==> config.mk <==
export PLATFORM = sky130hd
export DESIGN_NAME = alu16_op_sequencer_flat
export DESIGN_NICKNAME = d
export VERILOG_FILES = /design/src/rtl/alu16_op_sequencer_if.sv /design/src/rtl/alu16_op_sequencer.sv /design/src/flat_wrapper.sv
export SDC_FILE = /design/constraint.sdc
export NUM_CORES = 1
export LEC_CHECK = 0
export BUFFER_PORTS_ARGS = -buffer_cell sky130_fd_sc_hd__buf_2
export CORE_MARGIN = 3
export CORE_UTILIZATION = 51
export CTS_CLUSTER_DIAMETER = 40
export CTS_CLUSTER_SIZE = 12
export DETAILED_ROUTE_END_ITERATION = 7
export GPL_ROUTABILITY_DRIVEN = 0
export GPL_TIMING_DRIVEN = 0
export MAX_ROUTING_LAYER = met4
export PLACE_DENSITY = 0.85
export SYNTH_ARGS = -nofsm -noshare
export SYNTH_HDL_FRONTEND = slang
export SYNTH_SLANG_ARGS = --single-unit
==> constraint.sdc <==
create_clock -name clk -period 2.3 [get_ports clk]
set_input_delay 0 -clock clk [delete_from_list [all_inputs] [get_ports clk]]
set_output_delay 0 -clock clk [all_outputs]
set_load 0.03 [all_outputs]
==> src/rtl/alu16_op_sequencer_if.sv <==
// Operation/result handshakes and slice bus for alu16_op_sequencer.
// res_ovf exists only when ALU_OVF_EN is defined.
interface alu16_op_sequencer_if #(
    parameter int WIDTH = 16
);
    logic             op_valid;
    logic             op_ready;
    logic [2:0]       op_code;
    logic [WIDTH-1:0] op_a;
    logic [WIDTH-1:0] op_b;
    logic [WIDTH-1:0] alu_a;
    logic [WIDTH-1:0] alu_b;
    logic             alu_c1;
    logic             alu_c2;
    logic             alu_c3;
    logic             alu_p;
    logic             alu_cin;
    logic [WIDTH-1:0] alu_o;
    logic             alu_cout;
    logic             res_valid;
    logic             res_ready;
    logic [WIDTH-1:0] res_data;
    logic             res_cout;
    logic             res_zero;
`ifdef ALU_OVF_EN
    logic             res_ovf;
`endif

    // Environment side: issues operations, models the slices, consumes results
    modport master (
        output op_valid, op_code, op_a, op_b, alu_o, alu_cout, res_ready,
        input  op_ready, alu_a, alu_b, alu_c1, alu_c2, alu_c3, alu_p, alu_cin,
`ifdef ALU_OVF_EN
        input  res_ovf,
`endif
        input  res_valid, res_data, res_cout, res_zero
    );

    // Sequencer side
    modport slave (
        input  op_valid, op_code, op_a, op_b, alu_o, alu_cout, res_ready,
        output op_ready, alu_a, alu_b, alu_c1, alu_c2, alu_c3, alu_p, alu_cin,
`ifdef ALU_OVF_EN
        output res_ovf,
`endif
        output res_valid, res_data, res_cout, res_zero
    );
endinterface

==> src/rtl/alu16_op_sequencer.sv <==
// Control stage for the 16-slice ripple ALU: accept op, hold slice inputs for a
// settle window, capture result with flags. Optional ALU_OVF_EN adds res_ovf.
module alu16_op_sequencer #(
    parameter int WIDTH         = 16,
    parameter int SETTLE_CYCLES = 4
) (
    input logic                 clk,
    input logic                 rst,
    alu16_op_sequencer_if.slave bus
);
    typedef enum logic [1:0] {
        IDLE   = 2'd0,
        SETTLE = 2'd1,
        HOLD   = 2'd2
    } state_t;

    if (SETTLE_CYCLES < 1 || SETTLE_CYCLES > 15) begin : g_bad_settle
        $error("alu16_op_sequencer: SETTLE_CYCLES must be within 1..15");
    end

    state_t           state_r;
    logic [3:0]       cnt_r;
    logic             op_ready_r;
    logic [WIDTH-1:0] alu_a_r;
    logic [WIDTH-1:0] alu_b_r;
    logic [2:0]       alu_ctl_r;
    logic             alu_sub_r;
    logic             res_valid_r;
    logic [WIDTH-1:0] res_data_r;
    logic             res_cout_r;
    logic             res_zero_r;
`ifdef ALU_OVF_EN
    logic             res_ovf_r;
`endif

    function automatic logic is_sub(input logic [2:0] code);
        return code == 3'b111;
    endfunction

    // ADD and SUB share the 11x prefix; only they carry a meaningful COUT
    function automatic logic is_arith(input logic [2:0] code);
        return code[2] & code[1];
    endfunction

    // Signed overflow: operand signs (after the SUB inversion) agree but result sign differs
    function automatic logic ovf_calc(input logic sub, input logic a_msb,
                                      input logic b_msb, input logic o_msb);
        return ((a_msb ^ b_msb) == sub) & (o_msb != a_msb);
    endfunction

    // Sequencer state, slice drive registers and result capture
    always_ff @(posedge clk or posedge rst) begin
        if (rst) begin
            state_r     <= IDLE;
            cnt_r       <= 4'd0;
            op_ready_r  <= 1'b1;
            alu_a_r     <= {WIDTH{1'b0}};
            alu_b_r     <= {WIDTH{1'b0}};
            alu_ctl_r   <= 3'b000;
            alu_sub_r   <= 1'b0;
            res_valid_r <= 1'b0;
            res_data_r  <= {WIDTH{1'b0}};
            res_cout_r  <= 1'b0;
            res_zero_r  <= 1'b0;
`ifdef ALU_OVF_EN
            res_ovf_r   <= 1'b0;
`endif
        end else begin
            case (state_r)
                IDLE: begin
                    if (bus.op_valid && op_ready_r) begin
                        alu_a_r    <= bus.op_a;
                        alu_b_r    <= bus.op_b;
                        alu_ctl_r  <= bus.op_code;
                        alu_sub_r  <= is_sub(bus.op_code);
                        cnt_r      <= 4'(SETTLE_CYCLES - 1);
                        op_ready_r <= 1'b0;
                        state_r    <= SETTLE;
                    end
                end
                SETTLE: begin
                    if (cnt_r != 4'd0) begin
                        cnt_r <= cnt_r - 4'd1;
                    end else begin
                        res_data_r  <= bus.alu_o;
                        res_cout_r  <= is_arith(alu_ctl_r) & bus.alu_cout;
                        res_zero_r  <= (bus.alu_o == {WIDTH{1'b0}});
`ifdef ALU_OVF_EN
                        res_ovf_r   <= is_arith(alu_ctl_r) &
                                       ovf_calc(alu_sub_r, alu_a_r[WIDTH-1],
                                                alu_b_r[WIDTH-1], bus.alu_o[WIDTH-1]);
`endif
                        res_valid_r <= 1'b1;
                        state_r     <= HOLD;
                    end
                end
                HOLD: begin
                    if (bus.res_ready) begin
                        res_valid_r <= 1'b0;
                        op_ready_r  <= 1'b1;
                        state_r     <= IDLE;
                    end
                end
                default: begin
                    res_valid_r <= 1'b0;
                    op_ready_r  <= 1'b1;
                    cnt_r       <= 4'd0;
                    state_r     <= IDLE;
                end
            endcase
        end
    end

    assign bus.op_ready  = op_ready_r;
    assign bus.alu_a     = alu_a_r;
    assign bus.alu_b     = alu_b_r;
    assign bus.alu_c1    = alu_ctl_r[2];
    assign bus.alu_c2    = alu_ctl_r[1];
    assign bus.alu_c3    = alu_ctl_r[0];
    assign bus.alu_p     = alu_sub_r;
    assign bus.alu_cin   = alu_sub_r;
    assign bus.res_valid = res_valid_r;
    assign bus.res_data  = res_data_r;
    assign bus.res_cout  = res_cout_r;
    assign bus.res_zero  = res_zero_r;
`ifdef ALU_OVF_EN
    assign bus.res_ovf   = res_ovf_r;
`endif
endmodule

==> src/flat_wrapper.sv <==
// flat-port wrapper written by rule: the top's interface ports become plain ports
module alu16_op_sequencer_flat 
#(
    parameter int WIDTH         = 16,
    parameter int SETTLE_CYCLES = 4
)
  (clk, rst, bus_op_valid, bus_op_code, bus_op_a, bus_op_b, bus_alu_o, bus_alu_cout, bus_res_ready, bus_op_ready, bus_alu_a, bus_alu_b, bus_alu_c1, bus_alu_c2, bus_alu_c3, bus_alu_p, bus_alu_cin, bus_res_valid, bus_res_data, bus_res_cout, bus_res_zero);
  alu16_op_sequencer_if #(.WIDTH(WIDTH)) bus_i ();
  input logic clk;
  input logic rst;
  input wire logic [$bits(bus_i.op_valid)-1:0] bus_op_valid;
  input wire logic [$bits(bus_i.op_code)-1:0] bus_op_code;
  input wire logic [$bits(bus_i.op_a)-1:0] bus_op_a;
  input wire logic [$bits(bus_i.op_b)-1:0] bus_op_b;
  input wire logic [$bits(bus_i.alu_o)-1:0] bus_alu_o;
  input wire logic [$bits(bus_i.alu_cout)-1:0] bus_alu_cout;
  input wire logic [$bits(bus_i.res_ready)-1:0] bus_res_ready;
  output wire logic [$bits(bus_i.op_ready)-1:0] bus_op_ready;
  output wire logic [$bits(bus_i.alu_a)-1:0] bus_alu_a;
  output wire logic [$bits(bus_i.alu_b)-1:0] bus_alu_b;
  output wire logic [$bits(bus_i.alu_c1)-1:0] bus_alu_c1;
  output wire logic [$bits(bus_i.alu_c2)-1:0] bus_alu_c2;
  output wire logic [$bits(bus_i.alu_c3)-1:0] bus_alu_c3;
  output wire logic [$bits(bus_i.alu_p)-1:0] bus_alu_p;
  output wire logic [$bits(bus_i.alu_cin)-1:0] bus_alu_cin;
  output wire logic [$bits(bus_i.res_valid)-1:0] bus_res_valid;
  output wire logic [$bits(bus_i.res_data)-1:0] bus_res_data;
  output wire logic [$bits(bus_i.res_cout)-1:0] bus_res_cout;
  output wire logic [$bits(bus_i.res_zero)-1:0] bus_res_zero;
  assign bus_i.op_valid = bus_op_valid;
  assign bus_i.op_code = bus_op_code;
  assign bus_i.op_a = bus_op_a;
  assign bus_i.op_b = bus_op_b;
  assign bus_i.alu_o = bus_alu_o;
  assign bus_i.alu_cout = bus_alu_cout;
  assign bus_i.res_ready = bus_res_ready;
  assign bus_op_ready = bus_i.op_ready;
  assign bus_alu_a = bus_i.alu_a;
  assign bus_alu_b = bus_i.alu_b;
  assign bus_alu_c1 = bus_i.alu_c1;
  assign bus_alu_c2 = bus_i.alu_c2;
  assign bus_alu_c3 = bus_i.alu_c3;
  assign bus_alu_p = bus_i.alu_p;
  assign bus_alu_cin = bus_i.alu_cin;
  assign bus_res_valid = bus_i.res_valid;
  assign bus_res_data = bus_i.res_data;
  assign bus_res_cout = bus_i.res_cout;
  assign bus_res_zero = bus_i.res_zero;
  alu16_op_sequencer #(.WIDTH(WIDTH), .SETTLE_CYCLES(SETTLE_CYCLES)) u_core (.clk(clk), .rst(rst), .bus(bus_i));
endmodule
==> metrics.md, run 1 <==
| Metric | Value |
|---|---|
| Status | `complete, no violations` |
| Fillers | `232` |
| First-pass GRT wire length | `12200 um` |
| Synth Register Bits | `62` |
| Initial antenna violation count | `0` |
| Yosys cell types | `32` |
| Final min period | `1.77 ns` |
| Worst Setup Path Type | `register to register` |
| Hold violation total from the final report | `0` |
| Sequential fraction of the synthesis area | `0.593` |
| Delay of the slowest critical-path stage | `0.40 ns` |
| Clk pin slew, worst setup/hold paths | `approximately 0.07 ns` |
| Nature of the critical path endpoint | `register` |
| Final instance area | `4010 um^2` |
| Synth top area share | `0.583` |
| Clk buf depth | `2` |
| Fmax | `about 0.56 GHz` |
| Top-count cell post-synth | `dfrtp_1` |
| Via/cell ratio | `5.06` |
| Syn Std Cell Area | `2620 um^2` |
| Lkg Pwr | `2.05 nW` |
| Clock root buffer | `clkbuf_8` |
| Total gr overflow | `0` |
| Yosys warns | `0` |
| Antenna cells | `0` |
| Largest net degree at the start of global routing | `45` |
| Setup TNS | `0 ns` |
| Tot GR Track Use | `0.274` |
| Synthesized area per cell | `15.4 um^2` |
| Worst path bufs/invs | `2` |
| DR pass1 iterations | `4` |
| Max_cap viols | `0` |
| Worst vdd ir | `roughly 0.00079 V` |
| Clk sink count | `between 60 and 70` |
| Hold WC Path Type | `input port to register` |
| Worst path slowest cell | `dfrtp_1` |
| Core ar. | `4850 um^2` |
| Max Transition Viols Final | `0` |
| Pwr Density | `1320 nW/um^2` |
| Number of global-route vias before repair | `2365` |
| Die Area | `6030 um^2` |
| CP cell instances | `inv_1 > ha_1 > nor3b_4 > nand2_4 > buf_6 > mux2_4` |
| Register area | `1550 um^2` |
| Initial core utilization | `0.540` |
| Drc violations | `0` |
| Syn Inst Count | `170` |
| Slew @ Worst Pin | `0.453 ns` |
| Main area contributors after synthesis | `dfrtp_1, mux2_4, mux2_2, buf_6, o21ai_0` |
| Synth Flop Type | `dfrtp_1` |
| Nets | `406` |
| # H-tree levels | `3` |
| Asr flop ratio synth | `1.00` |
| Post-layout util | `0.827` |
| Synthesis-to-finish area growth | `53.2%` |
| Row count | `25` |
| DR WL/cell | `roughly 18 um` |
| PortBufs | `112` |
| CP max FO | `10` |
| Multi-input logic area | `985 um^2` |
| WL final | `7620 um` |
| Share of the clock period used by the worst path after layout | `0.770` |
| CTS buffer count | `9` |
| Setup-failing EPs final | `0` |
| Worst Clk Skew | `between 0.009 and 0.01 ns` |
| DPL Wire Length | `4230 um` |
| Worst path required time | `2.51 ns` |
| Clk Latency, worst-skew pair | `0.33 ns` |
| Total nets after synthesis | `228` |
| Cell Area, Placed | `~3300 um^2` |
| Critical path launch point type | `register` |
| Post-route ant nets | `0` |
| Commonest cells in the netlist | `dfrtp_1, mux2_2, mux2_4` |
| Die Wd | `77.6 um` |
| Height of the die | `~78 um` |
| Vias | `2125` |
| Kind of cell adding the most delay to the critical path | `simple AND/OR/NAND/NOR gates` |
| Worst Path Arrival | `1.99 ns` |
| RSZ-0062 raised after global routing | `no` |
| DRT iter0 DRCs | `76` |
| Post-synth EDFFs | `0` |
| Yosys top cell by area | `dfrtp_1` |
| Layout cells sized above 1 | `0.535` |
| TritonCTS clock tree | `done` |
| Slew HR | `0.695` |
| Tot Pwr | `5.29 mW` |
| IO Pins | `113` |
[area by class of cell]
cell class,count,share of cell area
Buffer,7,0.0162
Clock buffer,14,0.0431
Multi-Input combinational cell,97,0.246
Inverter,4,0.00374
Timing Repair Buffer,167,0.280
Tap cell,67,0.0209
Sequential cell,62,0.387
Clock inverter,2,0.00374
[metal layers]
| metal | wire, um | global-route usage | up-vias |
|---|---|---|---|
| li1 | - | - | 964 |
| met1 | 3110 | 0.327 | 1044 |
| met2 | 3880 | 0.455 | 102 |
| met3 | 490 | 0.0522 | 15 |
| met4 | 136 | 0.112 | 0 |
| met5 | 0 | - | - |
[worst min-delay path: stages]
cell	delay [ns]
buf_2	0.10
nand2b_1	0.05
a21oi_1	0.13
nor2_1	0.06
[cell families after synthesis]
logic type      synth area share
compound gates            0.0392
buf+inv                   0.0306
fa+ha+maj                0.00956
flops                      0.593
mux                        0.258
simple gates              0.0698
[through the flow]
stage | setup slack [ns] | std cells | hold slack, ns
final | 0.529 | 420 | 0.0170
after global placement | 0.0902 | 349 | 0.232
after global routing | 0.427 | 420 | 0.0689
after CTS | 0.532 | 420 | 0.00154
after detailed placement | 0.559 | 350 | 0.0303
after floorplan | 0.701 | 170 | 0.133
[cells in the final DEF (no fill, tap or decap), types with 2 or more instances in the layout]
master | synthesis | layout
buf_2 | 1 | 113
dfrtp_1 | 61 | 61
dlygate4sd3_1 | 0 | 54
mux2_2 | 27 | 27
mux2_4 | 24 | 24
clkbuf_8 | 0 | 12
o21ai_0 | 7 | 7
nor4_1 | 5 | 5
buf_6 | 4 | 4
nand2b_1 | 4 | 4
a21o_1 | 3 | 3
nand2_1 | 3 | 3
inv_1 | 4 | 3
buf_4 | 2 | 2
a2bb2oi_1 | 2 | 2
nor2_1 | 2 | 2
a21oi_1 | 2 | 2
nand4_1 | 2 | 2
ha_1 | 2 | 2
clkbuf_1 | 0 | 2
clkinvlp_4 | 0 | 2
[registers in the layout (all words and copies together), names as in the netlist]
| register | flops |
|---|---|
| u_core.state_r | 2 |
| u_core.alu_ctl_r | 3 |
| u_core.bus.res_cout | 1 |
| u_core.bus.op_ready | 1 |
| u_core.bus.res_valid | 1 |
| u_core.bus.alu_a | 16 |
| u_core.bus.res_zero | 1 |
| u_core.bus.alu_cin | 1 |
| u_core.cnt_r | 4 |
| u_core.bus.alu_b | 16 |
| u_core.bus.res_data | 16 |
[timing repair]
item / in CTS / in global routing
gates resized for setup: 0 / 0
hold buffers: 54 / 0
endpoints found under the hold margin: 75 / 0
buffers inserted: 0 / 0
[power breakdown]
part / internal, mW / switching [mW] / total [mW]
Clock: 0.481 / 0.412 / 0.893
Sequential: 1.58 / 0.330 / 1.91
Combinational: 0.984 / 1.50 / 2.49
[final timing paths]
path / slack (ns) / cells after the start / from / to
max in group asynchronous: 1.45 / 4 / rst / u_core.bus.op_ready
min: 0.02 / 4 / bus_op_valid / u_core.bus.op_ready
max: 0.53 / 6 / u_core.cnt_r[0] / u_core.bus.res_data[6]
max reg2reg: 0.53 / 6 / u_core.cnt_r[0] / u_core.bus.res_data[6]
min reg2reg: 0.51 / 1 / u_core.bus.res_data[15] / u_core.bus.res_data[15]
min in group asynchronous: 0.22 / 3 / rst / u_core.bus.alu_b[11]
Power figures use the tool's default switching activity.
==> inputs of run 2 (changes only) <==
- ABC_AREA: not set -> 1
- CORE_UTILIZATION: 51 -> 42
- PLACE_DENSITY: 0.85 -> 0.75
- clock period: 2.3 -> 1.5 ns (I/O delays scaled with it)
==> run 2 against run 1 <==
- critical path depth stayed put
- register-to-register slack lost 0.45 ns
- synthesized area down 1.7%
- global-route usage shrank 5.7 points
- worst setup slack lost 0.45 ns
- count of clock-buffer cells in the layout down 1
- clock skew fell by 0.0059 ns
- first-iteration DRC count is 41% higher
- synthesized cell count grew 74%
- die area up 18%
==> metrics.md, run 2 <==
| Metric | Value |
|---|---|
| Status | `complete, no violations` |
| DR WL/cell | `13.0 um` |
| # H-tree levels | `3` |
| Drc violations | `0` |
| Initial antenna violation count | `0` |
| PortBufs | `112` |
| Yosys top cell by area | `dfrtp_1` |
| Clk buf depth | `2` |
| Tot GR Track Use | `0.217` |
| Worst Path Arrival | `1.63 ns` |
| Worst Setup Path Type | `register to register` |
| Slew @ Worst Pin | `0.479 ns` |
| Delay of the slowest critical-path stage | `0.54 ns` |
| Hold violation total from the final report | `0` |
| DRT iter0 DRCs | `107` |
| Hold WC Path Type | `input port to register` |
| Main area contributors after synthesis | `dfrtp_1, nand2_1, o21ai_0, buf_6, inv_1` |
| Final min period | `between 1 and 1.5 ns` |
| Post-synth EDFFs | `0` |
| Most common cell after layout, fill and taps aside | `nand2_1` |
| Number of global-route vias before repair | `about 2700` |
| Worst setup margin | `0.0802 ns` |
| Fillers | `425` |
| Setup-failing EPs final | `0` |
| Kind of cell adding the most delay to the critical path | `flip-flops` |
| Yosys warns | `0` |
| Worst vdd ir | `0.00134 V` |
| Via/cell ratio | `4.70` |
| Fmax | `~0.70 GHz` |
| Total gr overflow | `0` |
| Synthesis-to-finish area growth | `54.7%` |
| Clock power frac | `0.175` |
| Sw Ratio | `0.460` |
| Setup bufs post-CTS | `0` |
| Die Area | `7100 um^2` |
| Dpl ws | `0.108 ns` |
| WL final | `7140 um` |
| Syn Inst Count | `295` |
| Clk pin slew, worst setup/hold paths | `0.07 ns` |
| Nets | `530` |
| Pint | `4.56 mW` |
| CP max FO | `10` |
| Slew HR | `0.680` |
| Setup TNS | `0 ns` |
| Synth Register Bits | `62` |
| Worst path slowest cell | `dfstp_2` |
| Clock root buffer | `clkbuf_8` |
| Tot Pwr | `roughly 8.4 mW` |
| TritonCTS clock tree | `done` |
| Share of the clock period used by the worst path after layout | `0.947` |
| Max Transition Viols Final | `0` |
| Largest net degree at the start of global routing | `63` |
| Worst path required time | `~1.7 ns` |
| CP cell instances | `nand2_1 > nor2_8 > inv_4 > buf_6 > nand2_1 > nand2_1` |
| Total nets after synthesis | `about 350` |
| Synth Flop Type | `dfrtp_1` |
| DR pass1 iterations | `5` |
| Commonest cells in the netlist | `nand2_1, dfrtp_1, o21ai_0` |
| Pwr Density | `2120 nW/um^2` |
| Layout cells sized above 1 | `0.312` |
| Vias | `2580` |
| Post-route ant nets | `0` |
| Comb power frac | `0.482` |
| First-pass GRT wire length | `11900 um` |
| Yosys cell types | `21` |
| Sequential fraction of the synthesis area | `0.604` |
| Nature of the critical path endpoint | `register` |
| Worst path bufs/invs | `2` |
| Asr flop ratio synth | `1.00` |
| Row count | `27` |
| Sequential share of power | `0.343` |
| Worst Clk Skew | `0.00389 ns` |
| Top-count cell post-synth | `nand2_1` |
| RSZ-0062 raised after global routing | `no` |
| Most frequent cells in the layout | `nand2_1, buf_2, dfrtp_1` |
| Die Wd | `84.3 um` |
| Antenna cells | `0` |
| Post-layout util | `0.697` |
| Clk Latency, worst-skew pair | `between 0.3 and 0.4 ns` |
| Initial core utilization | `0.451` |
| Core ar. | `about 5700 um^2` |
| Max_cap viols | `0` |
| Synth top area share | `0.593` |
| Psw | `3.88 mW` |
| Critical path launch point type | `register` |
| Clk sink count | `62` |
| Critical Path Most Common Cell | `nand2_1` |
| CTS buffer count | `9` |
| Height of the die | `84.3 um` |
| IO Pins | `113` |
| DPL Wire Length | `4410 um` |
| Syn Std Cell Area | `2570 um^2` |
| Lkg Pwr | `2.25 nW` |
| Synthesized area per cell | `between 8 and 9 um^2` |
[run 2: path summary, 6_finish.rpt]
kind                                      startpoint              endpoint  slack (ns)  depth (start not counted)
worst min-delay path                   bus_res_ready     u_core.state_r[1]        0.02                          3
worst max-delay path             u_core.bus.op_ready  u_core.bus.alu_a[13]        0.08                          6
min in group asynchronous                        rst       u_core.cnt_r[1]        0.24                          3
max in group asynchronous                        rst   u_core.bus.alu_a[4]        0.72                          4
worst max register to register   u_core.bus.op_ready  u_core.bus.alu_a[13]        0.08                          6
worst min register to register  u_core.bus.alu_a[10]  u_core.bus.alu_a[10]        0.47                          2
[run 2: power by group through the flow]
stage          logic, mW  registers [mW]  clock network [mW]
6_report            4.06            2.90                1.48
4_1_cts             4.05            2.89                1.50
3_3_place_gp        3.85            2.89                   0
3_5_place_dp        3.96            2.90                   0
5_1_grt             4.43            2.99                1.60
2_1_floorplan       1.37            4.27                   0
[run 2: final cells by class]
cell class | count | area (um^2) | share of cell area
inverters | 15 | 62.6 | 0.0157
multi-input cells | 207 | 866 | 0.218
repair buffers | 166 | 1110 | 0.279
flip-flops and latches | 62 | 1550 | 0.390
clock inverters | 3 | 42.5 | 0.0107
well taps | 72 | 90.1 | 0.0226
clock buffers | 13 | 159 | 0.0399
plain buffers | 11 | 96.3 | 0.0242
[run 2: what timing repair did]
item                                   CTS  global route
hold buffers                            52             1
endpoints found under the hold margin   53            19
gates resized for setup                  0             3
setup endpoints to repair                0             8
[run 2: through the flow]
| step | std cells | area, um^2 | hold WS (ns) |
|---|---|---|---|
| finish | 549 | 3980 | 0.0174 |
| global placement | 479 | 3230 | 0.198 |
| global route | 549 | 3980 | 0.0154 |
| CTS | 547 | 3950 | 0.0102 |
| floorplan | 295 | 2580 | 0.110 |
| detailed placement | 479 | 3230 | 0.204 |
[run 2: cell families after synthesis]
group,after synthesis,synth area share
AOI/OAI and AO/OA,16,0.0311
DFF,62,0.604
adders and majority gates,2,0.00973
and+or+nand+nor,188,0.292
buffers and inverters,26,0.0598
xor gates and xnor gates,1,0.00341
[run 2: worst reg2reg max path, cell delays in order (launching register included)]
cell and delay, ns:
dfstp_2 0.54, nand2_1 0.15, nor2_8 0.23, inv_4 0.10, buf_6 0.15, nand2_1 0.07, nand2_1 0.07
[run 2: layer usage]
metal  vias up  track usage  part of all wire
li1       1253            -                 -
met1      1191        0.250              0.40
met2       114        0.360              0.50
met3        22       0.0569             0.075
met4         0       0.0848             0.031
met5         -            -                 0
==> inputs of run 3 (changes only) <==
- CORE_UTILIZATION: 42 -> 35
- PLACE_DENSITY: 0.75 -> not set
==> run 3 against run 2 <==
- sequential share of layout area down 0.51 points
- non-clock buffer count up 1
- critical path depth unchanged
- combinational power down 1%
- flip-flop and latch count unchanged
- die area up 19%
- worst hold slack better by 0.17 ns
- final area up 1.3%
- wire length down 2.7%
- largest power group unchanged
- highest routed layer unchanged
==> metrics.md, run 3 (synthesis results as in run 2) <==
| Metric | Value |
|---|---|
| Share of the clock period used by the worst path after layout | `0.940` |
| DRT iter0 DRCs | `74` |
| Lkg Pwr | `approximately 2.3 nW` |
| CP max FO | `10` |
| Clock root buffer | `clkbuf_8` |
| Most common cell after layout, fill and taps aside | `nand2_1` |
| Worst R2R Path Depth | `6` |
| Worst path slowest cell | `dfstp_2` |
| Hold WC Path Type | `input port to register` |
| Fmax | `0.709 GHz` |
| Tot Pwr | `8.50 mW` |
| Initial antenna violation count | `0` |
| Core ar. | `6940 um^2` |
| Worst r2r src | `u_core.bus.op_ready` |
| Reg2Reg Capture Point | `u_core.bus.alu_b[10]` |
| Synthesis-to-finish area growth | `56.8%` |
| CP cell instances | `nand2_1 > nor2_8 > inv_4 > buf_6 > nand2_1 > nand2_1` |
| Row count | `30` |
| Slew @ Worst Pin | `0.551 ns` |
| Flop2flop setup slack | `0.09 ns` |
| Setup TNS | `0 ns` |
| IO Pins | `around 110` |
| DR pass1 iterations | `4` |
| Delay of the slowest critical-path stage | `0.54 ns` |
| Tot GR Track Use | `0.180` |
| Clk pin slew, worst setup/hold paths | `0.07 ns` |
| Via/cell ratio | `4.32` |
| Setup bufs post-CTS | `0` |
| Vias | `2481` |
| Die Wd | `91.7 um` |
| Worst Path Arrival | `roughly 1.6 ns` |
| Clk sink count | `62` |
| Final min period | `1.41 ns` |
| Die Area | `8410 um^2` |
| Pwr Density | `2110 nW/um^2` |
| Post-route ant nets | `0` |
| Setup-failing EPs final | `0` |
| Slew HR | `0.632` |
| Placed cells | `between 500 and 600` |
| Most frequent cells in the layout | `nand2_1, buf_2, dfrtp_1` |
| Initial core utilization | `0.370` |
| TritonCTS clock tree | `done` |
| Height of the die | `around 92 um` |
| DR WL/cell | `between 10 and 15 um` |
| Worst Setup Path Type | `register to register` |
| Worst vdd ir | `0.00105 V` |
| Crit path from | `u_core.bus.op_ready` |
| Max_cap viols | `0` |
| # H-tree levels | `3` |
| First-pass GRT wire length | `11700 um` |
| Critical Path Most Common Cell | `nand2_1` |
| WL final | `6950 um` |
| PortBufs | `112` |
| Clk Latency, worst-skew pair | `0.34 ns` |
| Max Transition Viols Final | `0` |
| Nature of the critical path endpoint | `register` |
| Largest net degree at the start of global routing | `40` |
| RSZ-0062 raised after global routing | `no` |
| Worst Clk Skew | `between 0.008 and 0.009 ns` |
| Drc violations | `0` |
| CTS buffer count | `9` |
| Hold violation total from the final report | `0` |
| Antenna cells | `0` |
| DPL Wire Length | `4500 um` |
| End point of the critical path | `u_core.bus.alu_b[10]` |
| Number of global-route vias before repair | `2505` |
| Status | `complete, no violations` |
| Clk buf depth | `2` |
| Fin cells | `between 500 and 600` |
| Worst path required time | `1.73 ns` |
| Critical path launch point type | `register` |
| Nets | `531` |
| Total gr overflow | `0` |
| Layout cells sized above 1 | `0.308` |
## run 3: cell types whose count changed in the layout (fill, tap and decap cells not counted), sizes merged
cell         previous run  this run
clkinvlp                2         1
clkbuf                 14        13
dlygate4sd3            53        54
bufinv                  1         2
clkinv                  1         2
## run 3: stage by stage
step            util  setup slack, ns  instance area [um^2]  hold WS [ns]
2_1_floorplan      -            0.109                  2580         0.110
3_3_place_gp   0.469           0.0962                  3260         0.199
3_5_place_dp   0.472           0.0909                  3280        0.0822
4_1_cts        0.581           0.0859                  4030         0.173
5_1_grt        0.581         0.000744                  4030         0.208
6_report       0.581           0.0893                  4030         0.184
## run 3: layout make-up
| cell class | instances | area (um^2) |
|---|---|---|
| fillers | 653 | 2910 |
| multi-input cells | 207 | 866 |
| repair buffers | 167 | 1120 |
| flip-flops and latches | 62 | 1550 |
| clock inverters | 4 | 70.1 |
| well taps | 96 | 120 |
| inverters | 15 | 62.6 |
| plain buffers | 11 | 95.1 |
| clock buffers | 12 | 145 |
## run 3: how the worst min path moves through the flow
stage	cells past startpoint	endpoint	startpoint	slack (ns)
finish	5	u_core.alu_ctl_r[0]	bus_op_valid	0.18
global route	5	u_core.bus.alu_b[13]	bus_op_valid	0.21
CTS	5	u_core.alu_ctl_r[0]	bus_op_valid	0.17
detailed placement	2	u_core.bus.alu_a[13]	rst	0.08
global placement	3	u_core.bus.alu_b[2]	bus_op_b[2]	0.20
floorplan	2	u_core.bus.res_data[0]	bus_alu_o[0]	0.11
## run 3: critical path, delay by kind of cell, from the launching register on
| kind | cells | cell delay [ns] |
|---|---|---|
| flops | 1 | 0.54 |
| simple gates | 4 | 0.51 |
| buf+inv | 2 | 0.25 |
## run 3: per-layer routing
metal  global-route usage  routed length, um  vias up  part of all wire
met5                    -                  0        -                 0
met4               0.0916                198        0             0.028
met3               0.0369                387       20             0.056
met2                0.287               3370       77              0.48
met1                0.218               3000     1129              0.43
li1                     -                  -     1255                 -
## run 3: timing repair
item                                   4_1_cts  5_1_grt
gates resized for setup                      0        0
endpoints found under the hold margin       77        0
hold buffers                                54        0
## run 3: power breakdown
| group | switching, mW | leakage, nW | total (mW) | internal (mW) |
|---|---|---|---|---|
| combinational | 2.77 | 1.38 | 4.01 | 1.24 |
| clock | 0.623 | 0.110 | 1.60 | 0.977 |
| sequential | 0.435 | 0.776 | 2.89 | 2.45 |
| total | 3.82 | 2.27 | 8.50 | 4.67 |
